File: config.mk
export PLATFORM = sky130hd
export DESIGN_NAME = cop0_exc_seq
export DESIGN_NICKNAME = d
export VERILOG_FILES = /design/src/rtl/cop0_exc_seq.sv
export SDC_FILE = /design/constraint.sdc
export NUM_CORES = 1
export LEC_CHECK = 0
export CELL_PAD_IN_SITES_DETAIL_PLACEMENT = 0
export CELL_PAD_IN_SITES_GLOBAL_PLACEMENT = 1
export CORE_MARGIN = 3
export CORE_UTILIZATION = 33
export DETAILED_ROUTE_END_ITERATION = 16
export PLACE_DENSITY = 0.85
export SYNTH_ARGS = -nofsm -noshare
export SYNTH_HDL_FRONTEND = slang
export SYNTH_SLANG_ARGS = --single-unit
File: constraint.sdc
create_clock -name CLK -period 5.5 [get_ports CLK]
set_input_delay 1.1 -clock CLK [delete_from_list [all_inputs] [get_ports CLK]]
set_output_delay 1.1 -clock CLK [all_outputs]
set_load 0.05 [all_outputs]
File: src/rtl/cop0_exc_seq.sv
// cop0_exc_seq: exception/interrupt entry sequencer -- reports the cause to COP0,
// stalls and flushes the pipeline, then redirects the PC to the handler vector.
module cop0_exc_seq #(
  parameter int FLUSH_CYCLES = 3
) (
  input  logic        CLK,
  input  logic        RST_ASYNC,
  input  logic [7:0]  EXC_REQ_IN,
  input  logic        COP0_INT_IN,
  input  logic        INT_OK_IN,
  input  logic [31:0] EXC_EPC_IN,
  input  logic        EXC_BD_IN,
  input  logic [31:0] EXC_BADVA_IN,
  input  logic [1:0]  EXC_CE_IN,
  output logic        CORE_EXC_EN_OUT,
  output logic [4:0]  CORE_EXC_CODE_OUT,
  output logic [1:0]  CORE_EXC_CE_OUT,
  output logic        CORE_EXC_BD_OUT,
  output logic [31:0] CORE_EXC_EPC_OUT,
  output logic [31:0] CORE_EXC_BADVA_OUT,
  input  logic [31:0] CORE_EXC_VECTOR_IN,
  output logic        PIPE_STALL_OUT,
  output logic        PIPE_FLUSH_OUT,
  output logic        PC_LOAD_OUT,
  output logic [31:0] PC_LOAD_ADDR_OUT,
  input  logic        PC_LOAD_ACK_IN,
  output logic [15:0] EXC_CNT_OUT
);
  typedef enum logic [1:0] {IDLE, ISSUE, FLUSH, REDIRECT} stateT;
  localparam logic [4:0] CODE_TAB [8] = '{5'd4, 5'd10, 5'd11, 5'd8, 5'd9, 5'd12, 5'd4, 5'd5};
  stateT state, stateNext;
  logic [3:0] flushCnt, flushCntNext;
  logic [2:0] excIdx;
  logic       anyExc, accept, hasBadVa;
  always_comb begin
    excIdx = 3'd0;
    for (int i = 7; i >= 0; i--)
      if (EXC_REQ_IN[i]) excIdx = 3'(i);
    anyExc = |EXC_REQ_IN;
    accept = (state == IDLE) && (anyExc || (COP0_INT_IN && INT_OK_IN));
    hasBadVa = anyExc && (excIdx == 3'd0 || excIdx == 3'd6 || excIdx == 3'd7);
    stateNext = state;
    flushCntNext = flushCnt;
    unique case (state)
      IDLE: stateNext = accept ? ISSUE : IDLE;
      ISSUE: begin
        stateNext = (FLUSH_CYCLES > 1) ? FLUSH : REDIRECT;
        flushCntNext = 4'(FLUSH_CYCLES - 2);
      end
      FLUSH: begin
        stateNext = (flushCnt == 4'd0) ? REDIRECT : FLUSH;
        flushCntNext = flushCnt - 4'd1;
      end
      REDIRECT: stateNext = PC_LOAD_ACK_IN ? IDLE : REDIRECT;
      default: stateNext = IDLE;
    endcase
  end
  always_ff @(posedge CLK or posedge RST_ASYNC) begin
    if (RST_ASYNC) begin
      state              <= IDLE;
      flushCnt           <= 4'd0;
      CORE_EXC_EN_OUT    <= 1'b0;
      CORE_EXC_CODE_OUT  <= 5'd0;
      CORE_EXC_CE_OUT    <= 2'b00;
      CORE_EXC_BD_OUT    <= 1'b0;
      CORE_EXC_EPC_OUT   <= 32'h0;
      CORE_EXC_BADVA_OUT <= 32'h0;
      PIPE_STALL_OUT     <= 1'b0;
      PIPE_FLUSH_OUT     <= 1'b0;
      PC_LOAD_OUT        <= 1'b0;
      PC_LOAD_ADDR_OUT   <= 32'h0;
      EXC_CNT_OUT        <= 16'h0;
    end else begin
      state    <= stateNext;
      flushCnt <= flushCntNext;
      CORE_EXC_EN_OUT <= (stateNext == ISSUE);
      PIPE_FLUSH_OUT  <= (stateNext == ISSUE) || (stateNext == FLUSH);
      PIPE_STALL_OUT  <= (stateNext != IDLE);
      PC_LOAD_OUT     <= (stateNext == REDIRECT);
      // Cause context and vector are frozen at acceptance so the handler sees a stable report
      if (accept) begin
        CORE_EXC_CODE_OUT  <= anyExc ? CODE_TAB[excIdx] : 5'd0;
        CORE_EXC_CE_OUT    <= (anyExc && excIdx == 3'd2) ? EXC_CE_IN : 2'b00;
        CORE_EXC_BD_OUT    <= EXC_BD_IN;
        CORE_EXC_EPC_OUT   <= EXC_EPC_IN;
        CORE_EXC_BADVA_OUT <= hasBadVa ? EXC_BADVA_IN : 32'h0;
        PC_LOAD_ADDR_OUT   <= CORE_EXC_VECTOR_IN;
        EXC_CNT_OUT        <= (EXC_CNT_OUT == 16'hFFFF) ? EXC_CNT_OUT : EXC_CNT_OUT + 16'd1;
      end
    end
  end
endmodule

==> results.toml, run 1 <==
[sta]
fin_skew_ns = 0.00653
finalCritPeriodShare_pct = 62.9
setup_violations = 0
worst_pin_slew_ns = 1.22
slew_headroom_pct = 18.2
drv_slew = 0
clock.fmax_ghz = 0.289
post-route-min-period_ns = 3.46
final.setup.tns_ns = 0
hold_viol_final = 0
grt_setup_unrepaired = "no"

[floorplan]
initial_utilization_pct = 34.4
dieArea_um2 = 17700
die_x_um = 133
num_io_pins = 236
fp.coreArea_um2 = 15500
rows = 45
die_h_um = 133

[pwr]
ir_drop_uv = 402
power_leakage_nw = 3.52
power_density_nw_per_um2 = 705

[route]
ant_nets = 0
via_count = 3932
wl_per_cell_um = 16.9
drc = 0
drt-total-wl_um = 14300
first_pass_iters = 4
vias_per_cell = 4.66
drt-initial-drc-count = 149

[setup_path]
worstPathRequired_ns = 5.83
start_kind = "primary input"
path_max_fanout = 32
cp.arrival_ns = 3.79
end_kind = "flop"
r2r_slack_ns = 2.77
crit_type = "primary input to flop"

[cts]
cts_buffers = 17
hold_buffers = 0
cts.clk_slew.worst_paths_ns = 0.05
root_buffer = "clkbuf_16"
cts_max_path_buffers = 2
cts_resized = 0
cts_setup_buffers = 0
ctsHtreeMaxLevel = 4
tritoncts = "yes"
clk_latency_ns = 0.40
cts.sinks = 129

[synthesis]
syn-mean-instance-area_um2 = 14.0
ys_ff_latch = 129
ys.warnings.count = 0
synth_compound_area_share_pct = 8.19
synth_nets = 507
synth_mux_area_share_pct = 14.6
synth-simple-area-share_pct = 6.55
ys_types = 42
ys.flop_type = "dfrtp_1"
seq_area_frac_synth_pct = 60.5
async_flop_share_pct = 100
synth_edf_count = 0
synth-adder-area-share_pct = 3.05
syn_area_um2 = 5330
synthCells = 382
synthXorXnorAreaFrac_pct = 2.14
synth_top_family_by_area = "multiplexers"

[global_routing]
grt-ovfl-total = 0
first_global_vias = 4266
grt_pass1_wl_um = 22900
antenna_found_initial = 0
grt_max_degree = 74
grtUsageTotal_pct = 16.3

[finish]
synthToLayoutAreaGrowth_pct = 56.4
fin_util_pct = 53.9
drive_above_1_share_pct = 17.1
nNetsFinal = 745
num-fill-cells = 1301
n_antenna_cell = 0

[worst_hold_path]
min_path_type = "flop to flop"

[placement]
io_buffer_count = 234
dpl.hpwl_um = 10700
gp_congestion = 0.763

[outcome]
status = "completed"

[flow_run]
maxCapViolCount = 0
==> sequential cells by signal, summed over array words and instances, names as in the netlist <==
name,count
CORE_EXC_EPC_OUT,32
CORE_EXC_BADVA_OUT,32
CORE_EXC_CE_OUT,2
flushCnt,4
PIPE_STALL_OUT,1
CORE_EXC_BD_OUT,1
PC_LOAD_ADDR_OUT,32
CORE_EXC_EN_OUT,1
PC_LOAD_OUT,1
PIPE_FLUSH_OUT,1
CORE_EXC_CODE_OUT,4
EXC_CNT_OUT,16
state,2
==> power by group <==
group          leakage, nW  internal, W  switching [W]
registers             1.59      0.00136       0.000234
logic                 1.65      0.00119        0.00201
clock network        0.276     0.000688       0.000397
==> Yosys cell counts, types with 3 or more instances <==
cell type    n  area [µm²]
nor3_1       5        25.0
xnor2_1     12         105
mux2_2      69         777
a22o_1      33         289
buf_4        5        37.5
inv_1       15        56.3
ha_1        13         163
dfrtp_1    129        3230
nand2_1     17        63.8
o21ai_0      5        25.0
nand4_1      6        37.5
a21oi_1      5        25.0
nor2_1      12        45.0
buf_8        3        45.0
buf_6        7        78.8
nand3_1     14        70.1
==> layout make-up <==
cell class / instances / area [µm²] / share of cell area, %
clock buffer: 22 / 464 / 5.57
clock inverter: 9 / 108 / 1.29
inverter: 15 / 58.8 / 0.705
multi-input combinational: 219 / 1840 / 22.1
sequential: 129 / 3230 / 38.7
tap: 211 / 264 / 3.17
timing repair buffer: 238 / 2370 / 28.5
==> worst paths after layout <==
path	startpoint	to	cells after the start
max reg2reg	state[1]	EXC_CNT_OUT[4]	7
max in group asynchronous	RST_ASYNC	CORE_EXC_EPC_OUT[17]	3
min in group asynchronous	RST_ASYNC	CORE_EXC_BD_OUT	2
max	EXC_REQ_IN[6]	CORE_EXC_BADVA_OUT[23]	11
min reg2reg	CORE_EXC_CE_OUT[1]	CORE_EXC_CE_OUT[1]	2
min	CORE_EXC_CE_OUT[1]	CORE_EXC_CE_OUT[1]	2
==> through the flow <==
stage | total power, W | hold WS (ns) | std cells | worst slack, ns | instance area [µm²]
after global placement | 0.00477 | 0.470 | 812 | 1.71 | 7770
after floorplan | 0.00385 | 0.479 | 382 | 0.959 | 5330
after detailed placement | 0.00484 | 0.492 | 812 | 1.67 | 7770
final | 0.00588 | 0.496 | 843 | 2.04 | 8340
after CTS | 0.00594 | 0.504 | 843 | 2.10 | 8340
after global routing | 0.00615 | 0.512 | 843 | 1.78 | 8340
==> routing by layer <==
layer,up-vias,global-route usage [%],wire length (µm)
met2,130,28.8,7660
met1,1959,18.9,5600
met5,-,0,0
li1,1828,-,-
met3,15,5.17,834
met4,0,4.86,184
==> worst max-delay path, cell delays in order <==
cell and delay, ns:
clkdlybuf4s50_1 0.49, inv_1 0.05, a21oi_1 0.12, o21bai_1 0.07
a21oi_1 0.20, or2_2 0.16, ha_1 0.20, nor2_1 0.06
o21ai_1 0.10, and2_1 0.94, a22o_1 0.28
==> placed cells by master, fill, tap and decap left out, types with 5 or more instances in the layout <==
master,netlist,routed
clkdlybuf4s50_1,0,234
dfrtp_1,129,129
mux2_2,69,69
a22o_1,33,33
nand2_1,17,17
clkbuf_16,0,17
nand3_1,14,14
inv_1,15,14
ha_1,13,13
xnor2_1,12,12
nor2_1,12,12
nand4_1,6,6
o21ai_0,5,5
nor3_1,5,5
a21oi_1,5,5
==> cell families (layout without fill, tap and decap cells) <==
| logic type | count (synthesis) | count (layout) |
|---|---|---|
| compound gates | 55 | 55 |
| xor+xnor | 13 | 13 |
| fa+ha+maj | 13 | 13 |
| buf+inv | 34 | 284 |
| simple gates | 68 | 68 |
| other cells | 1 | 1 |
| mux | 69 | 69 |
| flops | 129 | 129 |
Power figures use the tool's default switching activity.
==> run 2, diff against run 1 <==
- clock period: 5.5 -> 3.42 ns (I/O delays scaled with it)
==> run 2 against run 1 <==
  * Clock power rose by 62%
  * Hold slack lost 0.0069 ns
  * Total power grew 61%
  * Critical path type unchanged
  * Largest cell class unchanged
==> results.toml, run 2 (synthesis gave the netlist of run 1 again) <==
[cts]
clk_latency_ns = 0.41
ctsHtreeMaxLevel = 4
cts_max_path_buffers = 2
tritoncts = "yes"
cts_buffers = 17
hold_buffers = 0
cts.sinks = 129
cts_setup_buffers = 0
cts_resized = 0
cts.clk_slew.worst_paths_ns = 0.06
root_buffer = "clkbuf_16"

[finish]
reg.largest.list = "CORE_EXC_BADVA_OUT x32, CORE_EXC_EPC_OUT x32, PC_LOAD_ADDR_OUT x32"
layout_common_cells = "clkdlybuf4s50_1 (234), dfrtp_1 (129), mux2_2 (69), a22o_1 (33)"
n_antenna_cell = 0
layout_commonest_cell = "clkdlybuf4s50_1"
drive_above_1_share_pct = 17.7
synthToLayoutAreaGrowth_pct = 57.6
layout.cells.non_filler = 845
nNetsFinal = 746

[route]
via_count = 3904
wl_per_cell_um = 16.3
drc = 0
ant_nets = 0
drt-total-wl_um = 13800
first_pass_iters = 6
drt-initial-drc-count = 117
vias_per_cell = 4.62

[sta]
worst_pin_slew_ns = 1.19
setup_violations = 0
fin_skew_ns = 0.00565
slew_headroom_pct = 20.5
finalCritPeriodShare_pct = 78.0
hold_viol_final = 0
post-route-min-period_ns = 2.67
clock.fmax_ghz = 0.375
grt_setup_unrepaired = "no"
final.setup.tns_ns = 0
drv_slew = 0

[placement]
dpl.hpwl_um = 10300
place_inst = 813
io_buffer_count = 234
gp_congestion = 0.778

[global_routing]
first_global_vias = 4154
grt_pass1_wl_um = 22200
grt_max_degree = 59
antenna_found_initial = 0
grtUsageTotal_pct = 15.7
grt-ovfl-total = 0

[setup_path]
worstPathRequired_ns = 3.73
path_max_fanout = 58
crit_type = "primary input to flop"
cp.arrival_ns = 2.97
r2r-start = "state[0]"
start_kind = "primary input"
cp_slowest_stage_delay_ns = 0.63
path_cells = "clkdlybuf4s50_1 -> or4_4 -> o31ai_4 -> buf_12 -> o21ai_2 -> ha_1 -> inv_1"
end_kind = "flop"
path_delay_family = "buffers and inverters"
timing.critical_path.buf_inv = 3
crit_start = "EXC_REQ_IN[0]"
crit_slowest_cell = "or4_4"

[outcome]
status = "completed"

[pwr]
power_density_nw_per_um2 = 1130
power_leakage_nw = 3.54
ir_drop_uv = 518

[floorplan]
die_x_um = 133
dieArea_um2 = 17700
num_io_pins = 236
die_h_um = 133
fp.coreArea_um2 = 15500
initial_utilization_pct = 34.4
rows = 45

[worst_hold_path]
min_path_type = "flop to flop"
worstHoldStart = "CORE_EXC_CE_OUT[0]"

[flow_run]
maxCapViolCount = 0
-- run 2: changes by cell type in the layout (fill, tap and decap cells not counted) --
cell and change:
inv_4 -1, buf_12 +4, clkbuf_8 -1, clkbuf_1 -2, inv_6 +1, clkinvlp_4 +3, clkinv_2 +1, buf_4 -3
-- run 2: final cells by class --
class | count | area, µm²
multi-input cells | 219 | 1840
clock buffers | 19 | 443
clock inverters | 13 | 136
inverters | 15 | 60.1
repair buffers | 239 | 2430
well taps | 211 | 264
fillers | 1301 | 7080
flip-flops and latches | 129 | 3230
-- run 2: final timing paths --
| path | slack, ns | cells past startpoint | endpoint |
|---|---|---|---|
| min in group asynchronous | 0.77 | 2 | PC_LOAD_ADDR_OUT[2] |
| setup reg to reg | 1.05 | 5 | EXC_CNT_OUT[1] |
| max in group asynchronous | 1.94 | 3 | CORE_EXC_BADVA_OUT[27] |
| hold / removal | 0.49 | 2 | CORE_EXC_CE_OUT[0] |
| setup / recovery | 0.75 | 7 | PIPE_FLUSH_OUT |
| hold reg to reg | 0.49 | 2 | CORE_EXC_CE_OUT[0] |
-- run 2: metrics by stage --
step	setup WS, ns	hold slack, ns	instance area (µm²)	utilization [%]	total power, W
final	0.754	0.489	8400	54.3	0.00949
after global routing	0.604	0.512	8400	54.3	0.00994
after CTS	0.764	0.493	8400	54.3	0.00960
after detailed placement	0.308	0.478	7830	50.5	0.00781
after global placement	0.354	0.467	7830	50.5	0.00770
after floorplan	0.938	0.479	5340	-	0.00619
-- run 2: per-layer routing --
layer	GRT usage [%]	up-vias	share of wire (%)
met5	0	-	0
met4	5.66	0	1.6
met3	4.12	17	5.2
met2	27.2	124	53
met1	19.0	1922	41
li1	-	1841	-
-- run 2: worst reg2reg max path, stage by stage, from the launching register on --
cell and delay, ns:
dfrtp_1 0.39, inv_1 0.08, ha_1 0.30, o31ai_4 0.17, a31oi_1 0.89, mux2_2 0.43
-- run 2: power by group --
group / leakage, nW / internal, W / switching [W]
Sequential: 1.59 / 0.00218 / 0.000357
Combinational: 1.67 / 0.00195 / 0.00325
Clock: 0.276 / 0.00109 / 0.000663
==> run 3, diff against run 2 <==
- clock period: 3.42 -> 2.7 ns (I/O delays scaled with it)
==> run 3 against run 2 <==
  * Clock-buffer cell count increased by 3
  * Register-to-register slack got worse by 0.72 ns
  * Cell count increased by 1.5%
  * Highest routed layer unchanged
  * Via count increased by 1.5%
  * Setup slack got worse by 0.43 ns
==> results.toml, run 3 (synthesis gave the netlist of run 1 again) <==
[outcome]
status = "completed"

[route]
met3WireLength_um = 736
drt-initial-drc-count = 135
first_pass_iters = 6
dr.max_layer_used = "met4"
ant_nets = 0
drt-met1-wl_um = 5590
drt-total-wl_um = 14100
met2WireLength_um = 7560
via_count = 3964
wl_per_cell_um = 16.5
drc = 0
vias_per_cell = 4.62

[setup_path]
path_cells = "inv_1 -> ha_1 -> o31ai_4 -> a31oi_1 -> mux2_2"
cp.arrival_ns = 2.67
crit_slowest_cell = "a31oi_1"
start_kind = "flop"
worstPathRequired_ns = 2.99
crit_type = "flop to flop"
cp_slowest_stage_delay_ns = 0.84
path_delay_family = "compound AO/OA/AOI/OAI gates"
end_kind = "flop"
timing.critical_path.buf_inv = 1
path_max_fanout = 14

[cts]
cts_buffers = 17
cts.sinks = 129
cts.clk_slew.worst_paths_ns = 0.06
tritoncts = "yes"
root_buffer = "clkbuf_16"
ctsHtreeMaxLevel = 4
hold_buffers = 0
cts_resized = 0
clk_latency_ns = 0.41
cts_setup_buffers = 0
cts_max_path_buffers = 2

[sta]
whs_ns = 0.488
clock.fmax_ghz = 0.421
grt_setup_unrepaired = "no"
fin_skew_ns = 0.00445
worst_pin_slew_ns = 1.11
setup_violations = 0
final.setup.tns_ns = 0
hold_viol_final = 0
post-route-min-period_ns = 2.37
finalCritPeriodShare_pct = 87.9
drv_slew = 0
slew_headroom_pct = 25.9

[placement]
io_buffer_count = 234
gp_congestion = 0.756
dpl.hpwl_um = 10700
place_inst = 826

[pwr]
power.total_w = 0.0123
ir_drop_uv = 736
power_density_nw_per_um2 = 1430
power_leakage_nw = 3.64

[finish]
n_antenna_cell = 0
reg.largest.list = "CORE_EXC_BADVA_OUT x32, CORE_EXC_EPC_OUT x32, PC_LOAD_ADDR_OUT x32"
fin_util_pct = 55.3
layout_common_cells = "clkdlybuf4s50_1 (234), dfrtp_1 (129), mux2_2 (69), a22o_1 (33)"
synthToLayoutAreaGrowth_pct = 60.7
nNetsFinal = 759
layout.cells.non_filler = 858
drive_above_1_share_pct = 19.0
layout_commonest_cell = "clkdlybuf4s50_1"

[floorplan]
initial_utilization_pct = 34.4
fp.coreArea_um2 = 15500
die_h_um = 133
num_io_pins = 236
die_x_um = 133
rows = 45
dieArea_um2 = 17700

[global_routing]
grt-ovfl-total = 0
grt_pass1_wl_um = 22700
antenna_found_initial = 0
first_global_vias = 4272
grtUsageTotal_pct = 16.1
grt_max_degree = 53

[flow_run]
maxCapViolCount = 0

[worst_hold_path]
min_path_type = "flop to flop"
run 3: worst reg2reg max path: stages (launching register included):
cell and delay [ns]:
dfrtp_1 0.42, inv_1 0.08, ha_1 0.33, o31ai_4 0.17, a31oi_1 0.84, mux2_2 0.42
run 3: path summary, 6_finish.rpt:
kind | depth (start not counted) | from | to | slack [ns]
setup / recovery | 5 | state[1] | EXC_CNT_OUT[1] | 0.33
hold / removal | 2 | CORE_EXC_CODE_OUT[1] | CORE_EXC_CODE_OUT[1] | 0.49
setup reg to reg | 5 | state[1] | EXC_CNT_OUT[1] | 0.33
hold reg to reg | 2 | CORE_EXC_CODE_OUT[1] | CORE_EXC_CODE_OUT[1] | 0.49
max in group asynchronous | 3 | RST_ASYNC | CORE_EXC_EPC_OUT[15] | 1.48
min in group asynchronous | 2 | RST_ASYNC | CORE_EXC_EPC_OUT[27] | 0.60
run 3: cell type report:
cell class,count,area [µm²]
clock buffers,22,464
clock inverters,10,158
fillers,1311,6910
inverters,15,60.1
multi-input cells,219,1840
flip-flops and latches,129,3230
well taps,211,264
repair buffers,252,2550
run 3: metal layers:
layer,up-vias,GRT usage [%]
met2,125,28.3
met4,0,6.11
met5,-,0
li1,1865,-
met3,21,4.23
met1,1953,18.8
run 3: through the flow:
stage | cell area, µm² | setup WS, ns
after global routing | 8570 | 0.0722
after global placement | 7950 | -0.0226
final | 8570 | 0.326
after floorplan | 5340 | 0.362
after detailed placement | 7950 | -0.0788
after CTS | 8570 | 0.284
run 3: power by group:
part	switching, W	internal (W)	total, W
sequential	0.000474	0.00277	0.00324
clock	0.000814	0.00159	0.00240
combinational	0.00411	0.00253	0.00664
